**src/rtl/alien_pkg.sv**
```systemverilog
// Shared constants and types for the alien formation logic.
// Contents: screen geometry (last scan X/Y), default step sizes, march FSM state encoding.
// Imported by the march scheduler and related alien blocks.
package alien_pkg;

   localparam int SCREEN_W = 640;
   localparam int SCREEN_H = 480;

   // Last visible scan coordinates; the (H_LAST, V_LAST) pixel marks the end of a frame.
   localparam logic [9:0] H_LAST = 10'(SCREEN_W - 1);
   localparam logic [9:0] V_LAST = 10'(SCREEN_H - 1);

   localparam int DEF_STEP_X = 2;
   localparam int DEF_STEP_Y = 8;

   typedef enum logic [2:0] {
      ST_PAUSE   = 3'd0,
      ST_MARCH_R = 3'd1,
      ST_MARCH_L = 3'd2,
      ST_HALT    = 3'd3,
      ST_CLEARED = 3'd4
   } march_state_t;

endpackage

```
**src/rtl/alien_popcount.sv**
```systemverilog
// Combinational population count of the alien alive mask.
// Ports: mask (one bit per alien) in; count (number of set bits) out, zero latency.
// Shared by the march scheduler, score and HUD logic.
module alien_popcount #(
   parameter int N  = 16,
   parameter int CW = $clog2(N + 1)
)(
   input  logic [N-1:0]  mask,
   output logic [CW-1:0] count
);

   always_comb begin
      count = '0;
      for (int i = 0; i < N; i++) begin
         count = count + CW'(mask[i]);
      end
   end

endmodule

```
**src/rtl/alien_march_ctrl.sv**
```systemverilog
// Alien formation march scheduler: once per march period emits a shared step (X_off, Y_off, step).
// Ports: Pclk/rst (sync, active-high); xx/yy scan position; enable; alive mask; formation extents
//        form_left/right/bottom in; X_off (signed), Y_off, step strobe, dir, sticky invaded/cleared out.
module alien_march_ctrl
   import alien_pkg::*;
#(
   parameter int NUM_ALIENS  = 16,
   parameter int STEP_X      = DEF_STEP_X,
   parameter int STEP_Y      = DEF_STEP_Y,
   parameter int LEFT_LIMIT  = 5,
   parameter int RIGHT_LIMIT = 634,
   parameter int INVADE_Y    = 440,
   parameter int MIN_PERIOD  = 1
)(
   input  logic                  Pclk,
   input  logic                  rst,
   input  logic [9:0]            xx,
   input  logic [9:0]            yy,
   input  logic                  enable,
   input  logic [NUM_ALIENS-1:0] alive,
   input  logic [9:0]            form_left,
   input  logic [9:0]            form_right,
   input  logic [9:0]            form_bottom,
   output logic [9:0]            X_off,
   output logic [9:0]            Y_off,
   output logic                  step,
   output logic                  dir,
   output logic                  invaded,
   output logic                  cleared
);

   localparam int PCW  = $clog2(NUM_ALIENS + 1);
   localparam int PMAX = (MIN_PERIOD > NUM_ALIENS) ? MIN_PERIOD : NUM_ALIENS;
   localparam int CW   = $clog2(PMAX + 1);

   march_state_t   state, state_nxt;
   logic [CW-1:0]  cnt, cnt_nxt;
   logic [CW-1:0]  period;
   logic [PCW-1:0] live_cnt;
   logic           dir_nxt, step_nxt, inv_nxt, clr_nxt;
   logic [9:0]     x_nxt, y_nxt;

   logic frame_tick, step_due, right_edge, left_edge, at_edge, drop_invades, no_alive, take_step;

   alien_popcount #(.N(NUM_ALIENS), .CW(PCW)) u_popcount (
      .mask  (alive),
      .count (live_cnt)
   );

   // Fewer live aliens -> shorter period -> faster march.
   assign period = (CW'(live_cnt) < CW'(MIN_PERIOD)) ? CW'(MIN_PERIOD) : CW'(live_cnt);

   assign frame_tick = (xx == H_LAST) && (yy == V_LAST);
   // ">=" rather than "==" so a period that shrank below the running count fires at the next tick.
   assign step_due   = frame_tick && (cnt >= period - CW'(1));

   // Extent sums at 11 bits so an edge near the right limit cannot wrap.
   assign right_edge   = ({1'b0, form_right} + 11'(STEP_X)) > 11'(RIGHT_LIMIT);
   assign left_edge    = {1'b0, form_left} < 11'(LEFT_LIMIT + STEP_X);
   assign at_edge      = (state == ST_MARCH_R) ? right_edge : left_edge;
   assign drop_invades = ({1'b0, form_bottom} + 11'(STEP_Y)) >= 11'(INVADE_Y);
   assign no_alive     = (alive == '0);

   // An invading drop outranks a pause request, so it is still taken with enable low.
   assign take_step = step_due && (enable || (at_edge && drop_invades));

   always_comb begin
      state_nxt = state;
      cnt_nxt   = cnt;
      dir_nxt   = dir;
      step_nxt  = 1'b0;
      x_nxt     = '0;
      y_nxt     = '0;
      inv_nxt   = invaded;
      clr_nxt   = cleared;
      case (state)
         ST_HALT, ST_CLEARED: begin
         end
         default: begin
            if (no_alive) begin
               state_nxt = ST_CLEARED;
               clr_nxt   = 1'b1;
            end else if (state == ST_PAUSE) begin
               if (enable) begin
                  state_nxt = dir ? ST_MARCH_R : ST_MARCH_L;
               end
            end else if (take_step) begin
               cnt_nxt  = '0;
               step_nxt = 1'b1;
               if (at_edge) begin
                  y_nxt     = 10'(STEP_Y);
                  dir_nxt   = (state == ST_MARCH_L);
                  state_nxt = dir_nxt ? ST_MARCH_R : ST_MARCH_L;
                  if (drop_invades) begin
                     state_nxt = ST_HALT;
                     inv_nxt   = 1'b1;
                  end
               end else begin
                  x_nxt = (state == ST_MARCH_R) ? 10'(STEP_X) : 10'(-STEP_X);
               end
            end else if (!enable) begin
               state_nxt = ST_PAUSE;
            end else if (frame_tick) begin
               cnt_nxt = cnt + CW'(1);
            end
         end
      endcase
   end

   always_ff @(posedge Pclk) begin
      if (rst) begin
         state   <= ST_PAUSE;
         cnt     <= '0;
         dir     <= 1'b1;
         step    <= 1'b0;
         X_off   <= '0;
         Y_off   <= '0;
         invaded <= 1'b0;
         cleared <= 1'b0;
      end else begin
         state   <= state_nxt;
         cnt     <= cnt_nxt;
         dir     <= dir_nxt;
         step    <= step_nxt;
         X_off   <= x_nxt;
         Y_off   <= y_nxt;
         invaded <= inv_nxt;
         cleared <= clr_nxt;
      end
   end

endmodule
```
**config.mk**
```make
export PLATFORM = sky130hd
export DESIGN_NAME = alien_march_ctrl
export DESIGN_NICKNAME = d
export VERILOG_FILES = /design/src/rtl/alien_pkg.sv /design/src/rtl/alien_popcount.sv /design/src/rtl/alien_march_ctrl.sv
export SDC_FILE = /design/constraint.sdc
export NUM_CORES = 1
export LEC_CHECK = 0
export ABC_AREA = 1
export BUFFER_PORTS_ARGS = -buffer_cell sky130_fd_sc_hd__buf_2
export CAP_MARGIN = 10
export CORE_ASPECT_RATIO = 1.2
export CORE_MARGIN = 4
export CORE_UTILIZATION = 40
export CTS_CLUSTER_DIAMETER = 200
export CTS_CLUSTER_SIZE = 14
export DETAILED_ROUTE_END_ITERATION = 10
export HOLD_SLACK_MARGIN = 0.12
export PLACE_DENSITY = 0.69
export SYNTH_ARGS = -nofsm -noshare
export SYNTH_HDL_FRONTEND = slang
export SYNTH_SLANG_ARGS = --single-unit
```
**constraint.sdc**
```tcl
create_clock -name Pclk -period 11.3 [get_ports Pclk]
set_input_delay 0.565 -clock Pclk [delete_from_list [all_inputs] [get_ports Pclk]]
set_output_delay 0.565 -clock Pclk [all_outputs]
set_load 0.03 [all_outputs]
```
Word-level counts from Yosys, hierarchy flattened
Index checks and enable logic that the tools add are counted.
{"block": "classes", "addsub": 19, "order_cmp": 5, "eq_ne": 9, "mux": 17, "n_bitwise": 4, "reduce_logical": 18}
{"op": "5-bit by 1-bit adder with 5-bit output", "n": 14}
{"op": "5-bit 2-to-1 mux", "n": 4}
{"op": "3-bit 2-to-1 mux", "n": 6}
{"op": "16-bit zero test", "n": 1}
{"op": "10-bit by 2-bit adder with 11-bit output, second input constant", "n": 1}
{"op": "10-bit by 4-bit adder with 11-bit output, second input constant", "n": 1}
{"op": "11-bit by 9-bit >= comparator with 1-bit output, second input constant", "n": 1}
{"op": "11-bit by 10-bit greater-than comparator with 1-bit output, second input constant", "n": 1}
{"op": "10-bit equality test, second input constant", "n": 1}
{"op": "10-bit by 9-bit equality test with 1-bit output, second input constant", "n": 1}
{"op": "10-bit by 3-bit < comparator with 1-bit output, second input constant", "n": 1}
{"op": "10-bit 2-to-1 mux", "n": 1}
{"op": "5-bit AND reduction", "n": 2}
{"op": "7-bit OR reduction", "n": 1}
{"op": "3-bit by 2-bit equality test with 1-bit output, second input constant", "n": 2}
{"op": "2-bit 2-to-1 mux", "n": 3}
{"op": "6-bit AND reduction", "n": 1}
{"op": "6-bit OR reduction", "n": 1}
{"op": "5-bit by 1-bit adder with 5-bit output, second input constant", "n": 1}
{"op": "5-bit >= comparator", "n": 1}
{"op": "5-bit by 1-bit < comparator with 1-bit output, second input constant", "n": 1}
{"op": "5-bit OR reduction", "n": 1}
{"op": "5-bit by 1-bit subtractor with 5-bit output, second input constant", "n": 1}
{"op": "1-bit logical AND", "n": 4}
{"op": "other kinds (15)", "n": 20}
{"block": "totals", "register_bits": 32, "in_bits": 69, "word_cells": 80}

Logic depth before layout (Yosys ltp)
Gate-level depths: netlist (run 1).
{"block": "logic_depth", "depth_word": 24, "mapped_depth": 35, "ltp_nobuf": 35}

By module
From an unflattened synthesis (run 1), not the netlist that was laid out.
{"block": "hier_totals", "hier_cells": 322, "area_unflattened_um2": 2108.3}
{"module": "alien_march_ctrl", "instances": 1, "cells_each": 275, "area_each_um2": 1712.9, "seq_area_each_um2": 300.3}
{"module": "alien_popcount", "instances": 1, "cells_each": 47, "area_each_um2": 395.4, "seq_area_each_um2": 0.0}

Least setup slack after synthesis (run 1)
No wires, ideal clock.
{"block": "synth_timing", "kind": "input port to flip-flop", "from": "input alive[0]", "to": "register cnt[4]", "setup_ns": 0.114, "arrival_ns": 5.973, "required_ns": 11.186, "path_slack_ns": 5.213, "stages": 29, "path_buffers": 0, "cell_sequence": "inv_1 > ha_1 > inv_1 > fa_1 > fa_1 > fa_1 > fa_1 > fa_1 > inv_1 > fa_1 > o41ai_1 > inv_1 > ha_1 > nand4_1 > xnor2_1 > inv_1 > ha_1 > nand2_1 > inv_1 > nand3_1 > o211ai_1 > a21oi_1 > nor2_1 > a21boi_2 > nand3_1 > nand2_1 > inv_2 > nand2_1 > nor2_2"}
{"block": "synth_via", "elab_chain_len": 23, "word_cells_on_any_way": 27}
{"item": "from (decl)", "line_no": "alien_march_ctrl.sv:20", "rtl": "input logic [NUM_ALIENS-1:0] alive,"}
{"item": "1-bit by 1-bit adder with 2-bit output", "line_no": "alien_popcount.sv:15", "rtl": "count = count + CW'(mask[i]);"}
{"item": "5-bit by 1-bit adder with 5-bit output (14 in a row)", "line_no": "alien_popcount.sv:15"}
{"item": "5-bit by 1-bit < comparator with 1-bit output", "line_no": "alien_march_ctrl.sv:51", "rtl": "assign period = (CW'(live_cnt) < CW'(MIN_PERIOD)) ? CW'(MIN_PERIOD) : CW'(live_cnt);"}
{"item": "5-bit 2-to-1 mux", "line_no": "alien_march_ctrl.sv:51"}
{"item": "5-bit by 1-bit subtractor with 5-bit output", "line_no": "alien_march_ctrl.sv:55", "rtl": "assign step_due = frame_tick && (cnt >= period - CW'(1));"}
{"item": "5-bit >= comparator", "line_no": "alien_march_ctrl.sv:55"}
{"item": "1-bit logical AND", "line_no": "alien_march_ctrl.sv:55"}
{"item": "1-bit logical AND", "line_no": "alien_march_ctrl.sv:65", "rtl": "assign take_step = step_due && (enable || (at_edge && drop_invades));"}
{"item": "2-bit nonzero test (no line)"}
{"item": "5-bit AND reduction (no line)"}
{"item": "to (signal assigned)", "line_no": "alien_march_ctrl.sv:122", "rtl": "cnt <= cnt_nxt;"}
{"item": "to (decl)", "line_no": "alien_march_ctrl.sv:37", "rtl": "logic [CW-1:0] cnt, cnt_nxt;"}
Parallel ways exist; a longest one is shown, timed or not.
A chain may end at the register's enable or synchronous reset.

Final worst setup path (run 1)
Ends and elaborated chain as after synthesis.

==> results of run 1 <==
flip-flops by register name, summed over array words and instances, names as in the netlist:
name and count:
cnt 5, state 3, X_off 2, Y_off 1, cleared 1, dir 1
invaded 1, step 1
metrics by stage:
stage                     util, %  std cells  hold slack (ps)  power, mW
after global routing        50.86        477            512.1     0.4306
after detailed placement    49.95        473            458.6     0.3306
final                       50.86        477            456.8     0.3724
after floorplan                 -        349            478.3     0.2737
after global placement      49.95        473            449.3     0.3192
after CTS                   50.86        477            469.1     0.3761
synth_stat cells:
library cell	number
a21boi_2	1
a21oi_1	12
a31oi_1	1
buf_1	1
buf_4	17
clkinv_1	1
conb_1	1
dfxtp_1	15
fa_1	10
ha_1	17
inv_1	72
inv_2	4
inv_4	1
nand2_1	61
nand2_2	11
nand2_4	1
nand3_1	22
nand3_2	1
nand3_4	1
nand4_1	15
nor2_1	35
nor2_2	4
nor2_4	1
nor3_1	11
nor4_1	4
nor4b_1	1
o211ai_1	1
o21ai_0	7
o21ai_1	2
o21bai_2	1
o41ai_1	1
or2_2	1
xnor2_1	3
xor2_1	3
how the worst min path moves through the flow:
stage,from,to,cells after the start
global placement,invaded,invaded,2
finish,cleared,cleared,2
global route,cleared,cleared,2
detailed placement,cleared,cleared,2
floorplan,state[2],state[2],2
CTS,cleared,cleared,2
layer usage:
| metal | track usage [%] | part of all wire [%] |
|---|---|---|
| met4 | 3.883 | 1.4 |
| met5 | 0 | 0 |
| met2 | 30.35 | 50 |
| met3 | 1.591 | 8.4 |
| met1 | 18.60 | 40 |
cell type report:
class,count,share of cell area (%)
flip-flops and latches,15,11.62
multi-input cells,238,56.37
well taps,60,2.906
clock buffers,3,1.598
inverters,78,11.43
repair buffers,82,15.88
clock inverters,1,0.1937
power by group through the flow:
stage | Combinational [mW] | Sequential [mW] | Clock (mW)
5_1_grt | 0.322 | 0.0605 | 0.0481
4_1_cts | 0.271 | 0.0596 | 0.0457
2_1_floorplan | 0.214 | 0.0601 | 0
3_3_place_gp | 0.259 | 0.0606 | 0
3_5_place_dp | 0.270 | 0.0608 | 0
6_report | 0.269 | 0.0597 | 0.0441
kinds of logic (layout without fill, tap and decap cells):
family / Yosys count / count (layout) / share of synthesized area [%]
buffers and inverters: 96 / 164 / 19.85
XOR/XNOR: 6 / 6 / 2.445
flip-flops: 15 / 15 / 13.97
AO/OA/AOI/OAI: 26 / 26 / 6.985
AND/OR/NAND/NOR: 169 / 169 / 37.37
other: 1 / 10 / 0.1745
adder cells (fa/ha/maj): 27 / 27 / 19.21
worst min-delay path: stages, from the launching register on:
cell     delay, ps
dfxtp_1        310
inv_1           50
a21oi_1         50
==> key figures, run 1 <==
Drt
  – DR DRC count: 0
  – 1st-iter DRT viols: slightly above 70
  – Antenna-violating nets left: 0
  – Mean routed wirelength per cell: 10.14 µm
  – Pre-antenna DRT Iters: 4
  – Total Wirelength: 4839 µm
  – Via density: 4.646
  – Vias: 2216

Yosys
  – Post-synth top area cell: dfxtp_1
  – Synth Register Bits: 15
  – Area contributors post-synth: dfxtp_1 (14%), inv_1 (13%), nand2_1 (11%)
  – Seq/Total Area, Yosys: 13.97%
  – Syn Std Cell Area: 2150 µm²
  – Cells after Synth: 340
  – Syn Area/Cell: 6.322 µm²
  – Unique cell type count in the Yosys netlist: 34
  – Synth warn: 0
  – Synth top area share: 13.97%

Critical path
  – Worst flop-to-flop path startpoint: cnt[4]
  – Setup crit end: cnt[4]
  – Worst reg2reg path depth: 13
  – Crit path DAT: 6400 ps
  – Crit end category: flop
  – CP Class: in2reg
  – R2R Setup Slk: 9280 ps
  – Crit. path cell count: 30
  – Worst Setup Start Kind: input port
  – CP Max Fanout: 4
  – Family with the most delay on the worst path: adder cells
  – Crit path required time: 11450 ps
  – Crit path max-delay cell type: fa_1
  – RR Endpoint: cnt[4]
  – Worst Path Buf+Inv: 8
  – CP max stage delay: roughly 530 ps
  – Worst Setup SP: alive[0]

Placement
  – Dpl hpwl: approximately 4300 µm
  – Gpl congestion: 0.9409
  – Placement Setup Slack: 4723 ps
  – Placed cell areas: around 2500 µm²
  – Port Buf Inserts: 82

Cells and area
  – Share of layout cells above drive strength 1: 27.10%
  – Commonest non-fill, non-tap cell in the layout: buf_2
  – Storage cell area: 300.3 µm²
  – Most frequent cells in the layout: buf_2 (82), inv_1 (72), nand2_1 (61)
  – Syn-to-layout area delta: 20.20%
  – Nets: about 500
  – Number of inserted diodes: 0
  – Final Instance Area: 2584 µm²
  – Area of the multi-input gates: approximately 1500 µm²
  – Fillers: 547

GRT
  – GR Overflow Total: 0
  – Initial antenna violation count: 0
  – First-pass GRT wire length: between 8000 and 9000 µm
  – Pin count of the biggest net entering global routing: 10
  – Via count of the first global-routing pass: between 2000 and 2500
  – Total GRT Usage: 15.92%

Floorplanning
  – Rows: 28
  – DIE AREA: 6616 µm²
  – Die Ht: 88.31 µm
  – Initial core utilization: between 40% and 50%
  – Die span in x: 74.92 µm
  – CORE AREA: 5080 µm²
  – Top-level I/O count: 93

Clock network
  – Hold buffers post-CTS: 0
  – CTS tree: built
  – Sinks on Clock Net: 15
  – Max H-tree Level: 1
  – Inserted Clock Buffers: 3
  – Clock slew at reported path FFs: 60 ps
  – Clk buf depth: 2
  – Clock Latency Late Sink: 250 ps
  – Post-CTS setup buffers: 0
  – Root Buffer: clkbuf_8
  – Resized cells post-CTS: 0

Timing
  – Worst-margin pin slew: 497.5 ps
  – Final setup violation count: 0
  – Slew Limit Fails: 0
  – Final Worst Setup Slack: around 5000 ps
  – Crit path time final: 6255 ps
  – RSZ-0062 raised after global routing: no
  – Worst-case clock skew: about 1.5 ps
  – Crit share post-route: 55.35%
  – Slew Limit Headroom: approximately two thirds
  – Endpoints failing hold: 0
  – Setup TNS: 0 ps
  – Highest clock rate: 159.9 MHz

Pwr
  – NetSw: 0.1823 mW
  – Clock Power Share: about an eighth
  – Switching Fraction: a little under 50%
  – Reg power frac: 16.0%
  – Internal power: between 0.15 and 0.2 mW
  – Leakage Power: between 1 and 1.5 nW
  – Peak VDD IR: 0.09092 mV
  – Power per Cell Area: 144.1 nW/µm²
  – Combinational Power Share: 72.1%

Outcome
  – Status: finished, final reports clean

Flow run
  – Max Cap Violations: 0

Hold path
  – Worst min-delay path category: reg2reg
No activity file was read; power rests on OpenSTA's default activity.
==> run 2, diff against run 1 <==
==> constraint.sdc (replaced) <==
create_clock -name Pclk -period 5.9 [get_ports Pclk]
set_input_delay 0.295 -clock Pclk [delete_from_list [all_inputs] [get_ports Pclk]]
set_output_delay 0.295 -clock Pclk [all_outputs]
set_load 0.03 [all_outputs]
==> run 2 against run 1 <==
Against the previous run:
- clock skew grew 0.70 ps
- non-clock buffer count is 13 higher
- critical path type unchanged
- critical path depth up 1
- wire length increased by 6.5%
- clock-buffer cell count is 1 higher
- total power grew 140%
- largest power group unchanged
- sequential cell count stayed put
- final cell count is 2.7% higher
- hold slack got worse by 130 ps
- combinational power increased to 2.6 times the previous value
- design area rose by 9.3%
==> key figures, run 2 (same netlist as run 1, synthesis figures left out) <==
Critical path
  – CP max stage delay: 530 ps (about the same)
  – Crit path max-delay cell type: fa_1 (unchanged)
  – Crit end category: flop (unchanged)
  – Critical path's most frequent cell: fa_1
  – CP Max Fanout: 4 (unchanged)
  – Worst Setup Start Kind: input port (unchanged)
  – R2R Setup Slk: 3940 ps (was 9280 ps)
  – Crit path DAT: 5930 ps (was 6400 ps)
  – CP Class: in2reg (unchanged)
  – Crit path required time: 6040 ps (was 11450 ps)

Hold path
  – Worst min-delay path category: in2reg (was reg2reg)

Drt
  – DR DRC count: 0 (unchanged)
  – Total Wirelength: 5153 µm (was 4839 µm)
  – Max Used Layer: met4 (unchanged)
  – Metal3 WL: 381 µm (was 405 µm)
  – Vias: 2277 (was 2216)
  – Antenna-violating nets left: 0 (unchanged)
  – DR WL met2: 2593 µm (was 2418 µm)
  – Metal1 wirelength: 2091 µm (was 1946 µm)
  – Via density: 4.647 (was 4.646)
  – Mean routed wirelength per cell: 10.52 µm (was 10.14 µm)
  – 1st-iter DRT viols: 68 (was 71)
  – Pre-antenna DRT Iters: 4 (unchanged)

Timing
  – Final Worst Setup Slack: 105.1 ps (was 5045 ps)
  – Slew Limit Fails: 0 (unchanged)
  – Highest clock rate: 172.6 MHz
  – Crit share post-route: ~100%
  – Endpoints failing hold: 0 (unchanged)
  – RSZ-0062 raised after global routing: yes (was no)
  – Final setup violation count: 0 (unchanged)
  – Worst-case clock skew: 2.167 ps (was 1.465 ps)
  – Crit path time final: 5795 ps

Cells and area
  – Number of inserted diodes: 0 (unchanged)
  – Nets: 527 (was 514)
  – Biggest register: cnt (unchanged)
  – Commonest non-fill, non-tap cell in the layout: buf_2 (unchanged)
  – Max reg flops: 5 (unchanged)
  – Syn-to-layout area delta: 31.37% (was 20.20%)
  – Most frequent cells in the layout: buf_2 (80), inv_1 (67), nand2_1 (53) (was buf_2 (82), inv_1 (72), nand2_1 (61))
  – Share of layout cells above drive strength 1: 36.05% (was 27.10%)
  – Top Registers: cnt (5), state (3), X_off (2) (unchanged)

GRT
  – First-pass GRT wire length: 8314 µm (was 8631 µm)
  – GR Overflow Total: 0 (unchanged)
  – Via count of the first global-routing pass: 2139 (was 2241)
  – Initial antenna violation count: 0 (unchanged)
  – Pin count of the biggest net entering global routing: 10 (unchanged)
  – Total GRT Usage: 15.25% (was 15.92%)

Floorplanning
  – DIE AREA: 6616 µm² (unchanged)
  – CORE AREA: 5080 µm² (unchanged)
  – Initial core utilization: 42.32% (unchanged)
  – Die Ht: 88.31 µm (unchanged)
  – Rows: 28 (unchanged)
  – Die span in x: 74.92 µm (unchanged)
  – Top-level I/O count: 93 (unchanged)

Pwr
  – Combinational Power Share: 78.3% (was 72.1%)
  – Clock Power Share: 9.2% (was 11.8%)
  – Peak VDD IR: 0.2158 mV (was 0.09092 mV)
  – Power per Cell Area: 322.2 nW/µm² (was 144.1 nW/µm²)
  – NetSw: 0.4222 mW (was 0.1823 mW)
  – Internal power: 0.4877 mW (was 0.1901 mW)
  – Tot Pwr: 0.9099 mW (was 0.3724 mW)
  – Switching Fraction: 46.40% (was 48.95%)
  – Reg power frac: 12.6% (was 16.0%)
  – Leakage Power: 1.546 nW (was 1.470 nW)

Placement
  – Port Buf Inserts: 82 (unchanged)
  – Dpl hpwl: 4288 µm (was 4342 µm)
  – Placement Setup Slack: -241.6 ps (was 4723 ps)
  – Gpl congestion: 0.9081 (was 0.9409)

Outcome
  – Status: finished, final reports clean (unchanged)

Flow run
  – Max Cap Violations: 0 (unchanged)

Clock network
  – Clk buf depth: 2 (unchanged)
  – CTS tree: built (unchanged)
  – Hold buffers post-CTS: 0 (unchanged)
  – Sinks on Clock Net: 15 (unchanged)
  – Clock slew at reported path FFs: 60 ps (about the same)
  – Root Buffer: clkbuf_8 (unchanged)
  – Max H-tree Level: 1 (unchanged)
  – Clock Latency Late Sink: 250 ps (about the same)
  – Inserted Clock Buffers: 3 (unchanged)
run 2: worst paths after layout:
kind              to  cells after the start  startpoint
min reg2reg  cleared                      2     cleared
max reg2reg   cnt[0]                     12      cnt[3]
min          cleared                      2         rst
max           cnt[0]                     31    alive[0]
run 2: power groups by stage:
stage | sequential (mW) | combinational [mW] | clock, mW
after floorplan | 0.115 | 0.409 | 0
after global placement | 0.116 | 0.557 | 0
after detailed placement | 0.117 | 0.565 | 0
after CTS | 0.114 | 0.578 | 0.0855
after global routing | 0.117 | 0.806 | 0.0888
final | 0.114 | 0.712 | 0.0833
run 2: critical path: cells and delay by family:
family	cells	cell delay (ps)
AO/OA/AOI/OAI	6	1000
adder cells (fa/ha/maj)	9	3280
buffers and inverters	8	620
AND/OR/NAND/NOR	7	600
XOR/XNOR	1	120
run 2: what timing repair did:
item                                    CTS  global route
buffers inserted                          0             3
pin swaps                                 0            30
gates resized for setup                   2            40
endpoints found under the setup margin    1            14
run 2: through the flow:
stage	TNS [ps]	std cells	util [%]	hold WS, ps	instance area, µm²
finish	0	490	55.59	331.3	2824
global route	-1221	490	55.59	356.6	2824
CTS	0	487	52.44	340.1	2664
detailed placement	-2407	483	51.43	454.3	2613
global placement	-636.7	483	51.43	449.6	2613
floorplan	0	349	-	478.3	2183
run 2: final cells by class:
| class | instances | area (µm²) |
|---|---|---|
| Fill cell | 507 | 2256 |
| Multi-Input combinational cell | 238 | 1579 |
| Timing Repair Buffer | 95 | 524.3 |
| Sequential cell | 15 | 300.3 |
| Inverter | 78 | 300.3 |
| Tap cell | 60 | 75.07 |
| Clock buffer | 4 | 45.04 |
run 2: metal layers:
layer	up-vias	global-route usage (%)
met1	976	18.02
met4	0	5.340
met2	72	27.89
met5	-	0
li1	1220	-
met3	9	1.705
